**config.mk**
```make
export PLATFORM = sky130hd
export DESIGN_NAME = framebuffer_scanout
export DESIGN_NICKNAME = d
export VERILOG_FILES = /design/src/rtl/framebuffer_scanout.sv
export SDC_FILE = /design/constraint.sdc
export NUM_CORES = 1
export LEC_CHECK = 0
export BUFFER_PORTS_ARGS = -buffer_cell sky130_fd_sc_hd__clkbuf_2
export CORE_MARGIN = 2
export CORE_UTILIZATION = 40
export DETAILED_ROUTE_END_ITERATION = 12
export PLACE_DENSITY = 0.6
export SETUP_SLACK_MARGIN = 0.5
export SLEW_MARGIN = 0
export SYNTH_ARGS = -nofsm -noshare
export SYNTH_HDL_FRONTEND = slang
export SYNTH_SLANG_ARGS = --single-unit
```
**constraint.sdc**
```tcl
create_clock -name clk -period 2.3 [get_ports clk]
set_input_delay 0.46 -clock clk [delete_from_list [all_inputs] [get_ports clk]]
set_output_delay 0.46 -clock clk [all_outputs]
set_load 0.02 [all_outputs]
```
**src/rtl/framebuffer_scanout.sv**
```systemverilog
// framebuffer_scanout: raster timing, framebuffer read addressing and vblank-only buffer swap.
// Optional macro SCANOUT_BORDER_EN forces pixel=1 on the outermost active rows/columns.
module framebuffer_scanout #(
  parameter int H_ACTIVE    = 640,
  parameter int H_FP        = 16,
  parameter int H_SYNC      = 96,
  parameter int H_BP        = 48,
  parameter int V_ACTIVE    = 480,
  parameter int V_FP        = 10,
  parameter int V_SYNC      = 2,
  parameter int V_BP        = 33,
  parameter bit HS_POL      = 1'b0,
  parameter bit VS_POL      = 1'b0,
  parameter int SCALE_SHIFT = 1,
  parameter int RD_LAT      = 2
) (
  input  logic        clk,
  input  logic        rst,
  output logic [16:0] addrb,
  input  logic        doutb,
  output logic        ab,
  input  logic        swap_req,
  output logic        swap_ack,
  output logic        hsync,
  output logic        vsync,
  output logic        de,
  output logic        pixel,
  output logic        frame_start
);
  localparam int H_TOTAL = H_ACTIVE + H_FP + H_SYNC + H_BP;
  localparam int V_TOTAL = V_ACTIVE + V_FP + V_SYNC + V_BP;
  localparam int HW = $clog2(H_TOTAL + 1);
  localparam int VW = $clog2(V_TOTAL + 1);
  localparam int LAT = RD_LAT + 2;
  localparam logic [HW-1:0] H_LAST = HW'(H_TOTAL - 1);
  localparam logic [HW-1:0] H_ACT  = HW'(H_ACTIVE);
  localparam logic [HW-1:0] HS_BEG = HW'(H_ACTIVE + H_FP);
  localparam logic [HW-1:0] HS_END = HW'(H_ACTIVE + H_FP + H_SYNC);
  localparam logic [VW-1:0] V_LAST = VW'(V_TOTAL - 1);
  localparam logic [VW-1:0] V_ACT  = VW'(V_ACTIVE);
  localparam logic [VW-1:0] VS_BEG = VW'(V_ACTIVE + V_FP);
  localparam logic [VW-1:0] VS_END = VW'(V_ACTIVE + V_FP + V_SYNC);
  localparam logic [VW-1:0] V_MASK = VW'((1 << SCALE_SHIFT) - 1);
  localparam logic [16:0]   FB_W   = 17'(H_ACTIVE >> SCALE_SHIFT);

  typedef enum logic {IDLE, SWAP} state_t;

  logic [HW-1:0] h_cnt;
  logic [VW-1:0] v_cnt;
  logic [16:0]   row_base;
  logic          active, h_last, at_check;
  state_t        state, state_next;

  assign h_last   = h_cnt == H_LAST;
  assign active   = (h_cnt < H_ACT) && (v_cnt < V_ACT);
  assign at_check = (h_cnt == '0) && (v_cnt == V_ACT);

  always_ff @(posedge clk or posedge rst) begin
    if (rst) begin
      h_cnt    <= '0;
      v_cnt    <= '0;
      row_base <= '0;
      addrb    <= '0;
    end else begin
      h_cnt <= h_last ? '0 : h_cnt + 1'b1;
      if (h_last) begin
        v_cnt    <= (v_cnt == V_LAST) ? '0 : v_cnt + 1'b1;
        row_base <= (v_cnt == V_LAST) ? '0 :
                    ((v_cnt < V_ACT) && ((v_cnt & V_MASK) == V_MASK)) ? row_base + FB_W : row_base;
      end
      addrb <= active ? row_base + 17'(h_cnt >> SCALE_SHIFT) : '0;
    end
  end

  // Timing bits ride a LAT-1 deep delay line; the output register supplies the last stage.
`ifdef SCANOUT_BORDER_EN
  localparam int PW = 5;
  localparam logic [HW-1:0] H_END = HW'(H_ACTIVE - 1);
  localparam logic [VW-1:0] V_END = VW'(V_ACTIVE - 1);
  logic edge_cell;
  assign edge_cell = (h_cnt == '0) || (h_cnt == H_END) || (v_cnt == '0) || (v_cnt == V_END);
`else
  localparam int PW = 4;
`endif

  logic [PW-1:0] raw;
  logic [PW-1:0] pipe [LAT-1];
  logic [PW-1:0] tap;

`ifdef SCANOUT_BORDER_EN
  assign raw = {edge_cell, (h_cnt == '0) && (v_cnt == '0),
                (v_cnt >= VS_BEG) && (v_cnt < VS_END),
                (h_cnt >= HS_BEG) && (h_cnt < HS_END), active};
`else
  assign raw = {(h_cnt == '0) && (v_cnt == '0),
                (v_cnt >= VS_BEG) && (v_cnt < VS_END),
                (h_cnt >= HS_BEG) && (h_cnt < HS_END), active};
`endif
  assign tap = pipe[LAT-2];

  always_ff @(posedge clk or posedge rst) begin
    if (rst) begin
      for (int i = 0; i < LAT - 1; i++) pipe[i] <= '0;
      de          <= 1'b0;
      hsync       <= ~HS_POL;
      vsync       <= ~VS_POL;
      frame_start <= 1'b0;
      pixel       <= 1'b0;
    end else begin
      pipe[0] <= raw;
      for (int i = 1; i < LAT - 1; i++) pipe[i] <= pipe[i-1];
      de          <= tap[0];
      hsync       <= tap[1] ? HS_POL : ~HS_POL;
      vsync       <= tap[2] ? VS_POL : ~VS_POL;
      frame_start <= tap[3];
`ifdef SCANOUT_BORDER_EN
      pixel       <= tap[0] & (doutb | tap[4]);
`else
      pixel       <= tap[0] & doutb;
`endif
    end
  end

  // Swap point sits at the top of vblank, so every in-flight read has retired.
  always_comb state_next = (state == IDLE && at_check && swap_req) ? SWAP : IDLE;

  always_ff @(posedge clk or posedge rst) begin
    if (rst) begin
      state <= IDLE;
      ab    <= 1'b0;
    end else begin
      state <= state_next;
      ab    <= ab ^ (state_next == SWAP);
    end
  end

  assign swap_ack = state == SWAP;
endmodule

```
==> results.md, run 1 <==
- Ratio of final minimum period to clock period: 88.2%
- Starting density of the core: 40.8%
- WP buf/inv: 0
- Post-route clock skew: 0.00973 ns
- Post-synth ARST share: 100%
- Final #Nets: 332
- Drt drc: 0
- Combinational power share: 1.4%
- Routed via count: 2234
- Vias per cell: 5.27
- Post-synthesis compound-gate area fraction: 11.0%
- Global-route wire length before repair: 10100 um
- CTS tree: done
- Pleak: 1.76 nW
- First DRT Iteration DRCs: 149
- Initial antenna violation count: 0
- Core Util, Final: 53.5%
- Pre-CTS WS: 0.0865 ns
- Dominant cells by area after synthesis: dfrtp_1 (56%), ha_1 (3.4%), xnor2_1 (2.7%)
- Final setup viols: 0
- Final Wtd Congestion: 0.836
- Yosys top cell area share: 55.5%
- CP Data Arrival Time: 2.30 ns
- Hold Crit Class: in -> async
- Crit path largest cell delay: 0.58 ns
- Seq pwr share: 52.6%
- Largest net degree at the start of global routing: 68
- Clock power share: 45.9%
- H-tree Lvls: 3
- Clock Path Buffers: 2
- Top Family by Delay on Critical Path: simple AND/OR/NAND/NOR gates
- Mux contribution to synthesized area: 0.342%
- CP Data Required Time: 2.57 ns
- Clock transition at path regs: 0.08 ns
- Endpoints failing hold: 0
- Net Sw Frac: 22.9%
- Worst slew margin: 65.1%
- Clk sinks: 67
- Max VDD drop: 0.313 mV
- Mapped Cells: 267
- Vias in the first global route: 2048
- Die height: 89.6 um
- Simple-gate share of the synthesized area: 19.1%
- EDFF count, synth: 0
- RSZ-0062 raised after global routing: true
- Period minus WS final: 2.03 ns
- Wirelength, routed: 6290 um
- Sw power: 0.512 mW
- Slowest CP cell: or4b_4
- Area after DPL: 3250 sq um
- Final ANT Viol Nets: 0
- Crit-path cells: or4b_4, or4_4, or3_1, a21oi_1
- Avg Synthesized Cell Area: 11.0 sq um
- Max_cap viols: 0
- Top_reg_cell synth: dfrtp_1
- Seq/Total Area, Yosys: 57.3%
- FF+latch count, synth: 67
- Final WS setup: 0.272 ns
- Post-Layout Inst Area: 3840 sq um
- Int Power: 1.73 mW
- ANT cells: 0
- Crit Path Max Fanout: 6
- Port bufs: 27
- Floorplan row count: 31
- Clk root buf: clkbuf_8
- Hold-fix buffers at CTS: 0
- Critical Path Start Type: flip-flop
- Cell taking the most area after synthesis: dfrtp_1
- Largest family of logic cells by synthesized area: simple AND/OR/NAND/NOR gates
- Number of fill cells in the layout: 635
- Die area: 8020 sq um
- Flop2flop setup slack: 0.27 ns
- CTS Buf Count: 9
- HPWL Detailed: 3800 um
- Clk Latency, worst-skew pair: 0.35 ns
- Routed WL per cell: 14.8 um
- All-Layer GR Usage: 16.9%
- Outcome: finished clean
- Post-Synth Adder-Cell Area: 3.42%
- Share of cells above drive strength 1: 35.1%
- PwrDens: 583 nW/um^2
- Critical path class: reg -> reg
- Setup TNS Final: 0 ns
- 1st-pass router iterations: 4
- Maximum clock frequency: 493 MHz
- XOR/XNOR share of the synthesized area: 5.08%
- Warnings from Yosys: 0
- Cell variety after synth: 45
- Max-slew violation count: 0
- Synth Net Count: 279
- GR Overflow Total: 0
- Chip width: 89.6 um
- Critical Path Sink Type: flip-flop
- Core Area: 7180 sq um
- I/O pins: 28
- Post-Syn Area: 2930 sq um
- Synth-to-layout area growth: 31.1%
- Slew @ Worst Pin: 0.522 ns
-- cell usage in the layout (no fill, tap or decap), types with 3 or more instances in the layout --
| cell type | synthesis | layout |
|---|---|---|
| and2_1 | 9 | 9 |
| inv_1 | 13 | 11 |
| nor2_1 | 15 | 12 |
| nor4_4 | 0 | 4 |
| or4_4 | 1 | 7 |
| o21ai_1 | 1 | 5 |
| buf_4 | 0 | 19 |
| or3_1 | 5 | 4 |
| inv_6 | 0 | 3 |
| dfrtp_1 | 65 | 63 |
| and4_1 | 3 | 3 |
| clkbuf_8 | 0 | 10 |
| nand3_1 | 10 | 9 |
| o31ai_1 | 8 | 7 |
| nor4_2 | 2 | 3 |
| buf_6 | 1 | 5 |
| nand4_1 | 6 | 6 |
| a21oi_1 | 13 | 7 |
| clkbuf_2 | 0 | 27 |
| xnor2_1 | 9 | 9 |
| a31oi_1 | 6 | 6 |
| nand2_1 | 18 | 18 |
| o21ai_0 | 11 | 6 |
| xor2_1 | 8 | 8 |
| ha_1 | 8 | 6 |
| a21oi_2 | 0 | 6 |
| o21a_1 | 3 | 3 |
-- cells by family after synthesis --
kind of cell	count (synthesis)
and+or+nand+nor	97
DFF	67
AOI/OAI and AO/OA	51
buffers and inverters	26
xor gates and xnor gates	17
adders and majority gates	8
muxes	1
-- power by group through the flow --
stage               Sequential (mW)  Combinational (mW)  Clock [mW]
finish                         1.18              0.0322        1.03
global placement               1.20              0.0334           0
global route                   1.18              0.0384        1.11
CTS                            1.18              0.0339        1.05
floorplan                      1.20              0.0183           0
detailed placement             1.20              0.0340           0
-- final cells by class --
class / count / area (sq um) / share of cell area [%]
multi-input combinational: 175 / 1390 / 36.2
tap: 99 / 124 / 3.23
clock inverter: 6 / 70.1 / 1.82
sequential: 67 / 1680 / 43.8
clock buffer: 10 / 138 / 3.58
inverter: 13 / 52.6 / 1.37
timing repair buffer: 54 / 384 / 10.0
-- per-layer routing --
metal	vias to the layer above	share of wire, %	GRT usage, %
met3	9	4.1	5.30
met5	-	0	0
met1	1093	48	23.4
met4	0	1.6	8.41
li1	1074	-	-
met2	58	46	24.0
-- tightest hold or removal path: stages --
cell        delay [ns]
clkbuf_2          0.10
clkinvlp_4        0.07
buf_12            0.31
-- what timing repair did --
action	CTS	global route
cloned	1	1
endpoints found under the hold margin	0	0
gates resized for setup	25	38
setup buffers	6	8
pin swaps	10	17
endpoints found under the setup margin	26	36
-- Yosys cell counts (7+ instances only) --
| master | instances |
|---|---|
| dfrtp_1 | 65 |
| nand2_1 | 18 |
| nor2_1 | 15 |
| a21oi_1 | 13 |
| inv_1 | 13 |
| o21ai_0 | 11 |
| nand3_1 | 10 |
| and2_1 | 9 |
| xnor2_1 | 9 |
| ha_1 | 8 |
| o31ai_1 | 8 |
| xor2_1 | 8 |
| clkbuf_1 | 7 |
| nor4_1 | 7 |
-- stage by stage --
stage                     power (mW)  instances  hold WS, ns
after floorplan                 1.22        267        0.331
after CTS                       2.26        415        0.194
after global routing            2.32        424        0.212
after global placement          1.23        392        0.333
after detailed placement        1.24        392        0.335
final                           2.24        424        0.187
-- sequential cells by signal, indices dropped and copies added, names as in the netlist --
register / flops
addrb: 17
row_base: 11
h_cnt: 10
v_cnt: 10
pipe: 8
tap: 4
ab: 1
de: 1
frame_start: 1
hsync: 1
pixel: 1
swap_ack: 1
vsync: 1
-- final timing paths --
check / start / to / depth (start not counted)
setup / recovery: h_cnt[5]$_DFF_PP0_ / row_base[9]$_DFFE_PP0P_ / 4
hold / removal: rst / addrb[12]$_DFF_PP0_ / 3
setup reg to reg: h_cnt[5]$_DFF_PP0_ / row_base[9]$_DFFE_PP0P_ / 4
hold reg to reg: pipe[6]$_DFF_PP0_ / tap[2]$_DFF_PP0_ / 0
max in group asynchronous: rst / vsync$_DFF_PP1_ / 3
min in group clk: doutb / pixel$_DFF_PP0_ / 2
Power figures use the tool's default switching activity.
==> run 2, diff against run 1 <==
==> constraint.sdc (replaced) <==
create_clock -name clk -period 2.3 [get_ports clk]
set_input_delay 0.23 -clock clk [delete_from_list [all_inputs] [get_ports clk]]
set_output_delay 0.23 -clock clk [all_outputs]
set_load 0.02 [all_outputs]
==> run 2 against run 1 <==
Clock power is essentially flat. Critical path depth is the same. Largest power group unchanged. Largest cell class unchanged. First-iteration DRC count shrank 7.4%.
==> results.md, run 2 (synthesis results as in run 1) <==
- Outcome: finished clean
- 1st-pass router iterations: 4 (unchanged)
- Routed via count: 2271 (+1.7%)
- Setup TNS Final: 0 ns (unchanged)
- Worst Setup SP: h_cnt[7]$_DFF_PP0_
- Critical path class: reg -> reg
- Pleak: 1.78 nW (+1.2%)
- Initial antenna violation count: 0 (unchanged)
- Crit Path Max Fanout: 5 (-1)
- Floorplan row count: 31 (unchanged)
- Core Area: 7180 sq um (unchanged)
- Hold depth: 2
- Non-filler cells in the finished layout: 434 (+2.4%)
- All-Layer GR Usage: 16.9% (-0.068 points)
- Commonest non-fill, non-tap cell in the layout: dfrtp_1
- Crit Reg-Reg Startpoint: h_cnt[7]$_DFF_PP0_
- Routed length on met3: 234 um (-9.7%)
- Endpoints failing hold: 0 (unchanged)
- ANT cells: 0 (unchanged)
- Post-Place Cells: 394 (+0.51%)
- Clk sinks: 67 (unchanged)
- Port bufs: 27 (unchanged)
- Flop2flop setup slack: 0.27 ns (about the same)
- GR Overflow Total: 0 (unchanged)
- H-tree Lvls: 3 (unchanged)
- Critical Path Sink Type: flip-flop
- Top layer in use: met4
- Worst slew margin: 53.2% (-12 points)
- Max VDD drop: 0.265 mV (-15%)
- Hold Startpoint: doutb
- Clock transition at path regs: 0.08 ns (about the same)
- Die area: 8020 sq um (unchanged)
- CP Data Required Time: 2.58 ns (about the same)
- Drt drc: 0 (unchanged)
- Starting density of the core: 40.8% (unchanged)
- Reg2Reg Depth: 4 (unchanged)
- Largest register FFs: 17 (unchanged)
- Period minus WS final: 2.03 ns (-0.000153 ns)
- Final setup viols: 0 (unchanged)
- Chip width: 89.6 um (unchanged)
- HPWL Detailed: 3860 um (+1.6%)
- Slew @ Worst Pin: 0.700 ns (+0.178 ns)
- Post-route clock skew: 0.00979 ns (+0.0000536 ns)
- CTS tree: done
- Max-slew violation count: 0 (unchanged)
- Met2 routed WL: 3090 um (+6.2%)
- Share of cells above drive strength 1: 37.6% (+2.5 points)
- Final ANT Viol Nets: 0 (unchanged)
- Critical Path Start Type: flip-flop
- Clock Path Buffers: 2 (unchanged)
- CTS Buf Count: 9 (unchanged)
- Maximum clock frequency: 493 MHz (about the same)
- Final #Nets: 342 (+3.0%)
- Largest Register: addrb
- Clk root buf: clkbuf_8
- Clk Latency, worst-skew pair: 0.35 ns (about the same)
- Number of fill cells in the layout: 593 (-6.6%)
- Hold worst-path end: pixel$_DFF_PP0_
- First DRT Iteration DRCs: 138 (-7.4%)
- RSZ-0062 raised after global routing: true
- Terminus of the critical flop-to-flop path: row_base[9]$_DFFE_PP0P_
- Registers with the most flip-flops: addrb (17), row_base (11)
- Routed WL per cell: 14.7 um (-1.1%)
- Highest-count cells in the layout ignoring fill and taps: dfrtp_1 (63), clkbuf_2 (27), buf_4 (27), nand2_1 (18), nor2_1 (13)
- Largest net degree at the start of global routing: 35 (-49%)
- I/O pins: 28 (unchanged)
- WL met1: 2930 um (-2.7%)
- Total power: 2.23 mW (-0.56%)
- Synth-to-layout area growth: 35.0%
- Max_cap viols: 0 (unchanged)
- PwrDens: 563 nW/um^2 (-3.4%)
- Ratio of final minimum period to clock period: 88.2% (about the same)
- Vias per cell: 5.23 (-0.69%)
- CP Data Arrival Time: 2.30 ns (about the same)
- Wirelength, routed: 6360 um (+1.2%)
- Vias in the first global route: 2062 (+0.68%)
- Die height: 89.6 um (unchanged)
- Hold Crit Class: in -> reg
- Final Wtd Congestion: 0.853 (+2.1%)
- Global-route wire length before repair: 10100 um (+0.68%)
==> run 2: cell count changes in the layout (fill, tap and decap cells not counted), sizes merged <==
cell and delta:
dlygate4sd3 +1, clkinv -1, clkbuf -1, clkinvlp +1, inv +1, buf +9
==> run 2: cell type report <==
type	instances	area (sq um)	area share [%]
Sequential cell	67	1680	42.5
Tap cell	99	124	3.13
Timing Repair Buffer	64	488	12.3
Inverter	13	52.6	1.33
Clock buffer	9	124	3.13
Multi-Input combinational cell	175	1400	35.5
Clock inverter	7	80.1	2.03
==> run 2: worst max-delay path, stage by stage, from the launching register on <==
cell	delay (ns)
dfrtp_1	0.40
or4b_4	0.58
or4_4	0.49
or3_1	0.37
a21oi_1	0.13
==> run 2: stage by stage <==
stage	utilization (%)	hold slack (ns)	setup WS, ns	cell area, sq um
floorplan	-	0.331	0.118	2970
global placement	45.5	0.332	0.141	3270
detailed placement	45.5	0.335	0.116	3270
finish	55.1	0.0811	0.272	3950
global route	55.1	0.0720	0.230	3950
CTS	51.1	0.0705	0.295	3670
==> run 2: repair_timing <==
action / in CTS / in global routing
buffers inserted: 10 / 11
pin swaps: 8 / 14
setup endpoints to repair: 24 / 36
resized for setup: 21 / 41
hold buffers: 1 / 0
endpoints found under the hold margin: 31 / 0
cloned: 1 / 1
==> run 2: routing by layer <==
metal  track usage (%)  vias to the layer above
li1                  -                     1093
met1              22.7                     1113
met2              25.5                       55
met3              5.85                       10
met4              5.70                        0
met5                 0                        -
==> run 2: worst max path at each step <==
stage                               end  slack [ns]  depth (start not counted)
2_1_floorplan   row_base[9]$_DFFE_PP0P_        0.12                          6
3_3_place_gp    row_base[9]$_DFFE_PP0P_        0.14                          4
3_5_place_dp   row_base[14]$_DFFE_PP0P_        0.12                          4
4_1_cts         row_base[9]$_DFFE_PP0P_        0.29                          4
5_1_grt         row_base[9]$_DFFE_PP0P_        0.23                          4
6_report        row_base[9]$_DFFE_PP0P_        0.27                          4
==> run 2: power breakdown <==
group	internal (mW)	switching, mW	total (mW)	leakage (nW)
combinational	0.00847	0.0252	0.0336	0.802
sequential	1.18	0.000218	1.18	0.878
clock	0.517	0.498	1.02	0.103
total	1.70	0.523	2.23	1.78
